**src/rtl/ctrl_pkg.sv**
```systemverilog
// Shared types and encodings for the pipelined control unit.
// BRANCH_DECODE_EN (in ctrl_decode) enables beq decode; the default build treats beq as illegal.
package ctrl_pkg;

    localparam int unsigned OP_W    = 6;
    localparam int unsigned REG_AW  = 5;
    localparam int unsigned ALUOP_W = 2;

    localparam logic [OP_W-1:0] OP_RTYPE = 6'b000000;
    localparam logic [OP_W-1:0] OP_ADDI  = 6'b001000;
    localparam logic [OP_W-1:0] OP_LW    = 6'b100011;
    localparam logic [OP_W-1:0] OP_SW    = 6'b101011;
    localparam logic [OP_W-1:0] OP_BEQ   = 6'b000100;

    localparam logic [ALUOP_W-1:0] ALUOP_ADD   = 2'b00;
    localparam logic [ALUOP_W-1:0] ALUOP_SUB   = 2'b01;
    localparam logic [ALUOP_W-1:0] ALUOP_FUNCT = 2'b11;

    typedef struct packed {
        logic               reg_dst;
        logic               alu_src;
        logic [ALUOP_W-1:0] alu_op;
        logic               mem_read;
        logic               mem_write;
        logic               branch;
        logic               reg_write;
        logic               mem_to_reg;
    } ctrl_bundle_t;

    localparam ctrl_bundle_t BUBBLE = '0;

    // Instructions that read rt as a source operand; beq counts regardless of the decode option.
    function automatic logic uses_rt(input logic [OP_W-1:0] op);
        return (op == OP_RTYPE) || (op == OP_SW) || (op == OP_BEQ);
    endfunction

endpackage

```
**src/rtl/pipelined_control_if.sv**
```systemverilog
// ID-stage request and stage-control bundle between the control unit and the pipeline.
interface pipelined_control_if;
    import ctrl_pkg::*;

    logic                 Valid_i;
    logic [OP_W-1:0]      Op_i;
    logic [REG_AW-1:0]    Rs_i;
    logic [REG_AW-1:0]    Rt_i;
    logic                 Flush_i;
    logic                 Hold_i;

    logic                 RegDst_o;
    logic                 ALUSrc_o;
    logic [ALUOP_W-1:0]   ALUOp_o;
    logic                 MemRead_o;
    logic                 MemWrite_o;
    logic                 Branch_o;
    logic                 RegWrite_o;
    logic                 MemtoReg_o;
    logic                 Stall_o;
    logic                 Illegal_o;

    modport master (
        output Valid_i, Op_i, Rs_i, Rt_i, Flush_i, Hold_i,
        input  RegDst_o, ALUSrc_o, ALUOp_o, MemRead_o, MemWrite_o, Branch_o,
               RegWrite_o, MemtoReg_o, Stall_o, Illegal_o
    );

    modport slave (
        input  Valid_i, Op_i, Rs_i, Rt_i, Flush_i, Hold_i,
        output RegDst_o, ALUSrc_o, ALUOp_o, MemRead_o, MemWrite_o, Branch_o,
               RegWrite_o, MemtoReg_o, Stall_o, Illegal_o
    );

endinterface

```
**src/rtl/ctrl_decode.sv**
```systemverilog
// Combinational opcode decoder: opcode to control bundle plus illegal flag.
// Define BRANCH_DECODE_EN to decode beq; otherwise beq is reported illegal.
module ctrl_decode
    import ctrl_pkg::*;
(
    input  logic [OP_W-1:0] op_i,
    output ctrl_bundle_t    bundle_o,
    output logic            illegal_o
);

    always_comb begin
        bundle_o  = BUBBLE;
        illegal_o = 1'b0;
        case (op_i)
            OP_RTYPE: begin
                bundle_o.reg_dst   = 1'b1;
                bundle_o.alu_op    = ALUOP_FUNCT;
                bundle_o.reg_write = 1'b1;
            end
            OP_ADDI: begin
                bundle_o.alu_src   = 1'b1;
                bundle_o.alu_op    = ALUOP_ADD;
                bundle_o.reg_write = 1'b1;
            end
            OP_LW: begin
                bundle_o.alu_src    = 1'b1;
                bundle_o.alu_op     = ALUOP_ADD;
                bundle_o.mem_read   = 1'b1;
                bundle_o.reg_write  = 1'b1;
                bundle_o.mem_to_reg = 1'b1;
            end
            OP_SW: begin
                bundle_o.alu_src   = 1'b1;
                bundle_o.alu_op    = ALUOP_ADD;
                bundle_o.mem_write = 1'b1;
            end
`ifdef BRANCH_DECODE_EN
            OP_BEQ: begin
                bundle_o.alu_op = ALUOP_SUB;
                bundle_o.branch = 1'b1;
            end
`endif
            default: illegal_o = 1'b1;
        endcase
    end

endmodule

```
**src/rtl/pipelined_control.sv**
```systemverilog
// Pipelined control unit: decodes ID opcode and carries control through ID/EX, EX/MEM, MEM/WB,
// with load-use stall, flush and hold. Optional beq decode via BRANCH_DECODE_EN (see ctrl_decode).
module pipelined_control
    import ctrl_pkg::*;
(
    input  logic               clk_i,
    input  logic               rst_i,
    pipelined_control_if.slave bus
);

    ctrl_bundle_t      dec_bundle;
    logic              dec_illegal;

    ctrl_bundle_t      idex_q, idex_d;
    ctrl_bundle_t      exmem_q, exmem_d;
    ctrl_bundle_t      memwb_q, memwb_d;
    logic [REG_AW-1:0] idex_rt_q, idex_rt_d;
    logic              illegal_q, illegal_d;

    logic              stall;
    logic              rt_hit;
    logic              insert_bubble;

    ctrl_decode u_decode (
        .op_i      (bus.Op_i),
        .bundle_o  (dec_bundle),
        .illegal_o (dec_illegal)
    );

    // Load-use hazard: a load in EX whose destination feeds the instruction now in ID.
    always_comb begin
        rt_hit = uses_rt(bus.Op_i) && (idex_rt_q == bus.Rt_i);
        stall  = bus.Valid_i && idex_q.mem_read && (idex_rt_q != '0)
                 && ((idex_rt_q == bus.Rs_i) || rt_hit);
        insert_bubble = bus.Flush_i || stall || !bus.Valid_i;
    end

    always_comb begin
        idex_d    = idex_q;
        idex_rt_d = idex_rt_q;
        illegal_d = illegal_q;
        exmem_d   = exmem_q;
        memwb_d   = memwb_q;
        if (!bus.Hold_i) begin
            exmem_d = idex_q;
            memwb_d = exmem_q;
            if (insert_bubble) begin
                idex_d    = BUBBLE;
                idex_rt_d = '0;
                illegal_d = 1'b0;
            end else begin
                idex_d    = dec_bundle;
                idex_rt_d = bus.Rt_i;
                illegal_d = dec_illegal;
            end
        end
    end

    always_ff @(posedge clk_i) begin
        if (rst_i) begin
            idex_q    <= BUBBLE;
            exmem_q   <= BUBBLE;
            memwb_q   <= BUBBLE;
            idex_rt_q <= '0;
            illegal_q <= 1'b0;
        end else begin
            idex_q    <= idex_d;
            exmem_q   <= exmem_d;
            memwb_q   <= memwb_d;
            idex_rt_q <= idex_rt_d;
            illegal_q <= illegal_d;
        end
    end

    assign bus.RegDst_o   = idex_q.reg_dst;
    assign bus.ALUSrc_o   = idex_q.alu_src;
    assign bus.ALUOp_o    = idex_q.alu_op;
    assign bus.MemRead_o  = exmem_q.mem_read;
    assign bus.MemWrite_o = exmem_q.mem_write;
    assign bus.Branch_o   = exmem_q.branch;
    assign bus.RegWrite_o = memwb_q.reg_write;
    assign bus.MemtoReg_o = memwb_q.mem_to_reg;
    assign bus.Stall_o    = stall;
    assign bus.Illegal_o  = illegal_q;

endmodule
```
**src/flat_wrapper.sv**
```systemverilog
// flat-port wrapper written by rule: the top's interface ports become plain ports
module pipelined_control_flat import ctrl_pkg::*;
  (clk_i, rst_i, bus_Valid_i, bus_Op_i, bus_Rs_i, bus_Rt_i, bus_Flush_i, bus_Hold_i, bus_RegDst_o, bus_ALUSrc_o, bus_ALUOp_o, bus_MemRead_o, bus_MemWrite_o, bus_Branch_o, bus_RegWrite_o, bus_MemtoReg_o, bus_Stall_o, bus_Illegal_o);
  pipelined_control_if bus_i ();
  input  logic clk_i;
  input  logic rst_i;
  input wire logic [$bits(bus_i.Valid_i)-1:0] bus_Valid_i;
  input wire logic [$bits(bus_i.Op_i)-1:0] bus_Op_i;
  input wire logic [$bits(bus_i.Rs_i)-1:0] bus_Rs_i;
  input wire logic [$bits(bus_i.Rt_i)-1:0] bus_Rt_i;
  input wire logic [$bits(bus_i.Flush_i)-1:0] bus_Flush_i;
  input wire logic [$bits(bus_i.Hold_i)-1:0] bus_Hold_i;
  output wire logic [$bits(bus_i.RegDst_o)-1:0] bus_RegDst_o;
  output wire logic [$bits(bus_i.ALUSrc_o)-1:0] bus_ALUSrc_o;
  output wire logic [$bits(bus_i.ALUOp_o)-1:0] bus_ALUOp_o;
  output wire logic [$bits(bus_i.MemRead_o)-1:0] bus_MemRead_o;
  output wire logic [$bits(bus_i.MemWrite_o)-1:0] bus_MemWrite_o;
  output wire logic [$bits(bus_i.Branch_o)-1:0] bus_Branch_o;
  output wire logic [$bits(bus_i.RegWrite_o)-1:0] bus_RegWrite_o;
  output wire logic [$bits(bus_i.MemtoReg_o)-1:0] bus_MemtoReg_o;
  output wire logic [$bits(bus_i.Stall_o)-1:0] bus_Stall_o;
  output wire logic [$bits(bus_i.Illegal_o)-1:0] bus_Illegal_o;
  assign bus_i.Valid_i = bus_Valid_i;
  assign bus_i.Op_i = bus_Op_i;
  assign bus_i.Rs_i = bus_Rs_i;
  assign bus_i.Rt_i = bus_Rt_i;
  assign bus_i.Flush_i = bus_Flush_i;
  assign bus_i.Hold_i = bus_Hold_i;
  assign bus_RegDst_o = bus_i.RegDst_o;
  assign bus_ALUSrc_o = bus_i.ALUSrc_o;
  assign bus_ALUOp_o = bus_i.ALUOp_o;
  assign bus_MemRead_o = bus_i.MemRead_o;
  assign bus_MemWrite_o = bus_i.MemWrite_o;
  assign bus_Branch_o = bus_i.Branch_o;
  assign bus_RegWrite_o = bus_i.RegWrite_o;
  assign bus_MemtoReg_o = bus_i.MemtoReg_o;
  assign bus_Stall_o = bus_i.Stall_o;
  assign bus_Illegal_o = bus_i.Illegal_o;
  pipelined_control u_core (.clk_i(clk_i), .rst_i(rst_i), .bus(bus_i));
endmodule
```
**config.mk**
```make
export PLATFORM = sky130hd
export DESIGN_NAME = pipelined_control_flat
export DESIGN_NICKNAME = d
export VERILOG_FILES = /design/src/rtl/ctrl_pkg.sv /design/src/rtl/pipelined_control_if.sv /design/src/rtl/ctrl_decode.sv /design/src/rtl/pipelined_control.sv /design/src/flat_wrapper.sv
export SDC_FILE = /design/constraint.sdc
export NUM_CORES = 1
export LEC_CHECK = 0
export BUFFER_PORTS_ARGS = -buffer_cell sky130_fd_sc_hd__buf_2
export CORE_MARGIN = 8
export CORE_UTILIZATION = 30
export DETAILED_ROUTE_END_ITERATION = 10
export PLACE_DENSITY = 0.58
export SLEW_MARGIN = 20
export SYNTH_ARGS = -nofsm -noshare
export SYNTH_HDL_FRONTEND = slang
export SYNTH_SLANG_ARGS = --single-unit
```
**constraint.sdc**
```tcl
create_clock -name clk_i -period 2.4 [get_ports clk_i]
set_clock_uncertainty 0.15 [all_clocks]
set_input_delay 0.48 -clock clk_i [delete_from_list [all_inputs] [get_ports clk_i]]
set_output_delay 0.48 -clock clk_i [all_outputs]
set_load 0.01 [all_outputs]
```
* Word level (Yosys, flattened, before mapping)
Index checks and enable logic that the tools add are counted.
** Cells by class
- Equal/unequal tests :: 6
- Muxes and demuxes :: 10
- Reductions and logical operators :: 15
** Operators by type and width (count)
- $eq 6x6->1 const B :: 2
- $eq 5x5->1 :: 2
- $mux 9 :: 1
- $mux 1 :: 7
- $eq 6x3->1 const B :: 1
- $eq 6x4->1 const B :: 1
- $logic_not 6->1 :: 1
- $reduce_or 3->1 :: 2
- $logic_or 1x1->1 :: 5
- $mux 5 :: 1
- $reduce_bool 5->1 :: 1
- $logic_and 1x1->1 :: 4
- $reduce_or 4->1 :: 1
- $mux 2 :: 1
- $logic_not 1->1 :: 1
** Word-level totals
- Flip-flop bits (word level) :: 22
- Bits of input ports :: 21
- Logic and storage cells :: 48

* Depth between registers and ports, before layout
- Depth in word-level cells :: 9
- Mapped depth :: 5

* Hierarchy
A second synthesis with hierarchy kept.
** Second synthesis, totals
- Cell total of the unflattened synthesis :: 128
- Area total of the unflattened synthesis :: 1189.9 µm²
** By module, submodules not included
- pipelined_control :: times used 1, cells each 113, area each 1082.3 µm², sequential area each 440.4 µm²
- ctrl_decode :: times used 1, cells each 15, area each 107.6 µm², sequential area each 0.0 µm²

* Worst setup path before layout
Ideal clock, no wire load.
- Path kind :: input -> output
- Start point :: input bus_Op_i[1]
- End point :: output bus_Stall_o
- Arrival time :: 1.566 ns
- Data required time :: 1.770 ns
- Path slack :: 0.204 ns
- Cell stages on the path :: 5
- Path buffers :: 1
- Path through :: or3_1 o22ai_1 nor4bb_1 buf_6 or2_1
** On the way
- Word-level cells in the longest chain between the ends :: 6
- Elaborated cells between the ends (all ways) :: 8
- Those cells by class :: eq/ne (2); reduce/logical (6)
** RTL lines
- start, declared :: RTL line flat_wrapper.sv:8 : input wire logic [$bits(bus_i.Op_i)-1:0] bus_Op_i;
- $eq 6x6->1 / $logic_not 6->1 (equally long branches) :: RTL line ctrl_pkg.sv:34 : return (op == OP_RTYPE) || (op == OP_SW) || (op == OP_BEQ);
- $logic_or 1x1->1 :: RTL line ctrl_pkg.sv:34
- $logic_or 1x1->1 (*) :: RTL line ctrl_pkg.sv:34
- $logic_and 1x1->1 (*) :: RTL line pipelined_control.sv:32 : rt_hit = uses_rt(bus.Op_i) && (idex_rt_q == bus.Rt_i);
- $logic_or 1x1->1 (*) :: RTL line pipelined_control.sv:34 : && ((idex_rt_q == bus.Rs_i) || rt_hit);
- $logic_and 1x1->1 (*) :: RTL line pipelined_control.sv:34
- end, declared :: RTL line flat_wrapper.sv:21 : output wire logic [$bits(bus_i.Stall_o)-1:0] bus_Stall_o;
Every way passes the cells marked *; elsewhere a longest branch is shown, timed or not.

* Final worst setup path
- Start point :: register u_core.idex_rt_q[3]
- End point :: output bus_Stall_o
** On the way
- Word-level cells in the longest chain between the ends :: 4
- Elaborated cells between the ends (all ways) :: 7
- Those cells by class :: eq/ne (2); reduce/logical (5)
** RTL lines
- start, declared :: RTL line pipelined_control.sv:17 : logic [REG_AW-1:0] idex_rt_q, idex_rt_d;
- start signal, assigned :: RTL line pipelined_control.sv:70 : idex_rt_q <= idex_rt_d;
- $eq 5x5->1 :: RTL line pipelined_control.sv:32
- $logic_and 1x1->1 :: RTL line pipelined_control.sv:32
- $logic_or 1x1->1 :: RTL line pipelined_control.sv:34
- $logic_and 1x1->1 (*) :: RTL line pipelined_control.sv:34
Marks and branches as above.

==> results.md <==
* Outcome: complete, no violations
* Crit path to: bus_Stall_o
* Synthesized area at 883.3 um^2
* Synth top area cells: dfxtp_1 (36%), nand2_1 (8.1%), xnor2_1 (5.9%)
* Initial core utilization at 0.3176
* Die Span X at 70.27 um
* Sw frac at 0.2444
* Share of cells above drive strength 1 at 0.4104
* Yosys warnings at 0
* Launching element type of the critical path: flop
* Post-synth EDFFs at 0
* Vias per cell at 4.994
* Leakage at 0.4927 nW
* Flop and latch count out of synthesis at 16
* RePlAce Congestion at 0.8302
* # diodes at 0
* Fill cell count at 284
* CP Capture Type: output port
* Comb pwr share at 0.133
* Async SR Flop Fraction at 0
* Core area at 0.002781 mm^2
* CP required at 1.77 ns
* Initial antenna violation count at 0
* Total internal power at 394.1 uW
* Worst R2R Start: u_core.idex_rt_q[3]
* Area growth from synthesis to layout at 28.75%
* Die Ht at 70.27 um
* Post-Route WL at 2281 um
* DRT iter0 DRCs at 24
* Die Area at 0.004937 mm^2
* Maxcap violations at 0
* Clock share of power at 0.348
* FF/Latch Area at 329.1 um^2
* Final hold vios at 0
* CP Max Fanout at 2
* Hold WC Path Type: primary input to flop
* Fin crit period at 2.391 ns
* Netlist cell types at 34
* Most flop-heavy register: u_core.idex_rt_q
* Yosys top cell by area: dfxtp_1
* P_sw at 127.5 uW
* Critical path launch point: u_core.idex_rt_q[3]
* CP Class: flop to output port
* Post-Syn Nets at 121
* Pwr per Cell Area at 458.5 mW/mm^2
* RSZ-0062 raised after global routing: true
* R2R setup slack at 0.48 ns
* Io pins at 32
* RR Endpoint: u_core.idex_q[1]
* Period utilisation layout at 0.9962
* Vias in the first global route at 894
* CTS Buf Count at 3
* Reg power frac at 0.519
* CTS root buf: clkbuf_4
* Clock tree from TritonCTS: done
* Avg Synthesized Cell Area at 8.833 um^2
* Skew-Pair Late Insertion Delay at 0.29 ns
* Largest net degree at the start of global routing at 12
* Setup violators final at 0
* Drt pass-1 iters at 4
* Max-slew violations at 0
* GRT overflow at 0
* Synth Flop Type: dfxtp_1
* Cells after synthesis at 100
* Reg2Reg Depth at 5
* DRC viols at 0
* Post-DRT Antenna Nets at 0
* Synth top area share at 0.3626
* CTS H-Tree Depth at 1
* Critical Path AT at 1.76 ns
* Post-synthesis sequential area ratio at 0.3626
* GR Util All Layers at 0.09007
* Largest regs: u_core.idex_rt_q (5), u_core.idex_q (3)
* Port Buffer Count at 30
* Final core occ at 0.4089
* Worst-path clk slew at 0.11 ns
* Peak supply drop at 246.7 uV
* Clock sink count at 16
* Max Buffers Root-to-Sink at 2
* Commonest non-fill, non-tap cell in the layout: buf_2
* Multi-input gate area at 523.0 um^2
* Vias at 824
* Placed insts at 157
* Max FFs per register at 5
* First-pass GRT wire length at 3808 um
* Nets at 156
* DPL Wire Length at 1735 um
* Cell Count, Final, Fillers Out at 165
* Overall power at 521.5 uW
* Rows at 19
* F_max at 418.2 MHz
* Routed length per instance at 13.82 um
* Most frequent cells in the layout: buf_2 (30), nand2_1 (19), dfxtp_1 (11)
-- through the flow --
stage / instance area (um^2) / hold slack (ns) / setup slack [ns] / TNS, ns
2_1_floorplan: 883.3 / 0.2691 / 0.2036 / 0
3_3_place_gp: 1045 / 0.2850 / 0.1180 / 0
3_5_place_dp: 1045 / 0.2918 / 0.04654 / 0
4_1_cts: 1120 / 0.2777 / -0.001813 / -0.001813
5_1_grt: 1137 / 0.2685 / -0.07555 / -0.07555
6_report: 1137 / 0.2869 / 0.009041 / 0
-- cells by family after synthesis --
family                 Yosys count  share of synthesized area
AND/OR/NAND/NOR                 42                     0.2366
buffers and inverters            8                    0.06515
flip-flops                      16                     0.3626
other                            1                   0.004245
XOR/XNOR                        10                    0.09915
multiplexers                     5                    0.05666
AO/OA/AOI/OAI                   18                     0.1756
-- synth_stat cells (2+ instances only) --
library cell	instances
dfxtp_1	16
xor2_1	4
o41ai_1	4
mux2i_1	5
buf_4	3
o31ai_1	6
nand4_1	2
clkbuf_1	2
xnor2_1	6
buf_6	2
nor2_1	9
nand2_1	19
-- power by group through the flow --
stage | sequential [mW] | clock [mW] | combinational (mW)
after floorplan | 0.278 | 0 | 0.0357
after global placement | 0.278 | 0 | 0.0628
after detailed placement | 0.278 | 0 | 0.0640
after CTS | 0.271 | 0.187 | 0.0679
after global routing | 0.271 | 0.201 | 0.0766
final | 0.271 | 0.181 | 0.0694
-- worst max-delay path: stages, from the launching register on --
cell and delay (ns):
dfxtp_2 0.34, or4_4 0.56, o211ai_2 0.19, nor2_2 0.06
or2_1 0.20, buf_2 0.14
-- how the worst min path moves through the flow --
| stage | end | depth (start not counted) | slack, ns | startpoint |
|---|---|---|---|---|
| final | u_core.idex_rt_q[4] | 3 | 0.29 | bus_Rt_i[4] |
| after floorplan | u_core.idex_q[1] | 2 | 0.27 | u_core.idex_q[1] |
| after global placement | u_core.bus.ALUSrc_o | 2 | 0.29 | u_core.bus.ALUSrc_o |
| after global routing | u_core.idex_rt_q[4] | 3 | 0.27 | bus_Rt_i[4] |
| after CTS | u_core.idex_rt_q[0] | 3 | 0.28 | bus_Rt_i[0] |
| after detailed placement | u_core.bus.Illegal_o | 2 | 0.29 | u_core.bus.Illegal_o |
-- metal layers --
| metal | GRT usage | up-vias | part of all wire |
|---|---|---|---|
| met5 | 0 | - | 0 |
| met4 | 0.03348 | 0 | 0.0061 |
| met3 | 0.02119 | 2 | 0.030 |
| met2 | 0.1499 | 18 | 0.48 |
| met1 | 0.1087 | 383 | 0.48 |
| li1 | - | 421 | - |
-- what timing repair did --
action,CTS,global route
setup endpoints to repair,1,1
setup buffers,4,0
resized for setup,6,3
pin swaps,4,1
hold buffers,0,0
-- layout make-up --
type	instances	share of cell area
flip-flops and latches	16	0.2893
clock buffers	4	0.03190
well taps	31	0.03410
repair buffers	38	0.1848
multi-input cells	76	0.4598
Power figures use the tool's default switching activity.
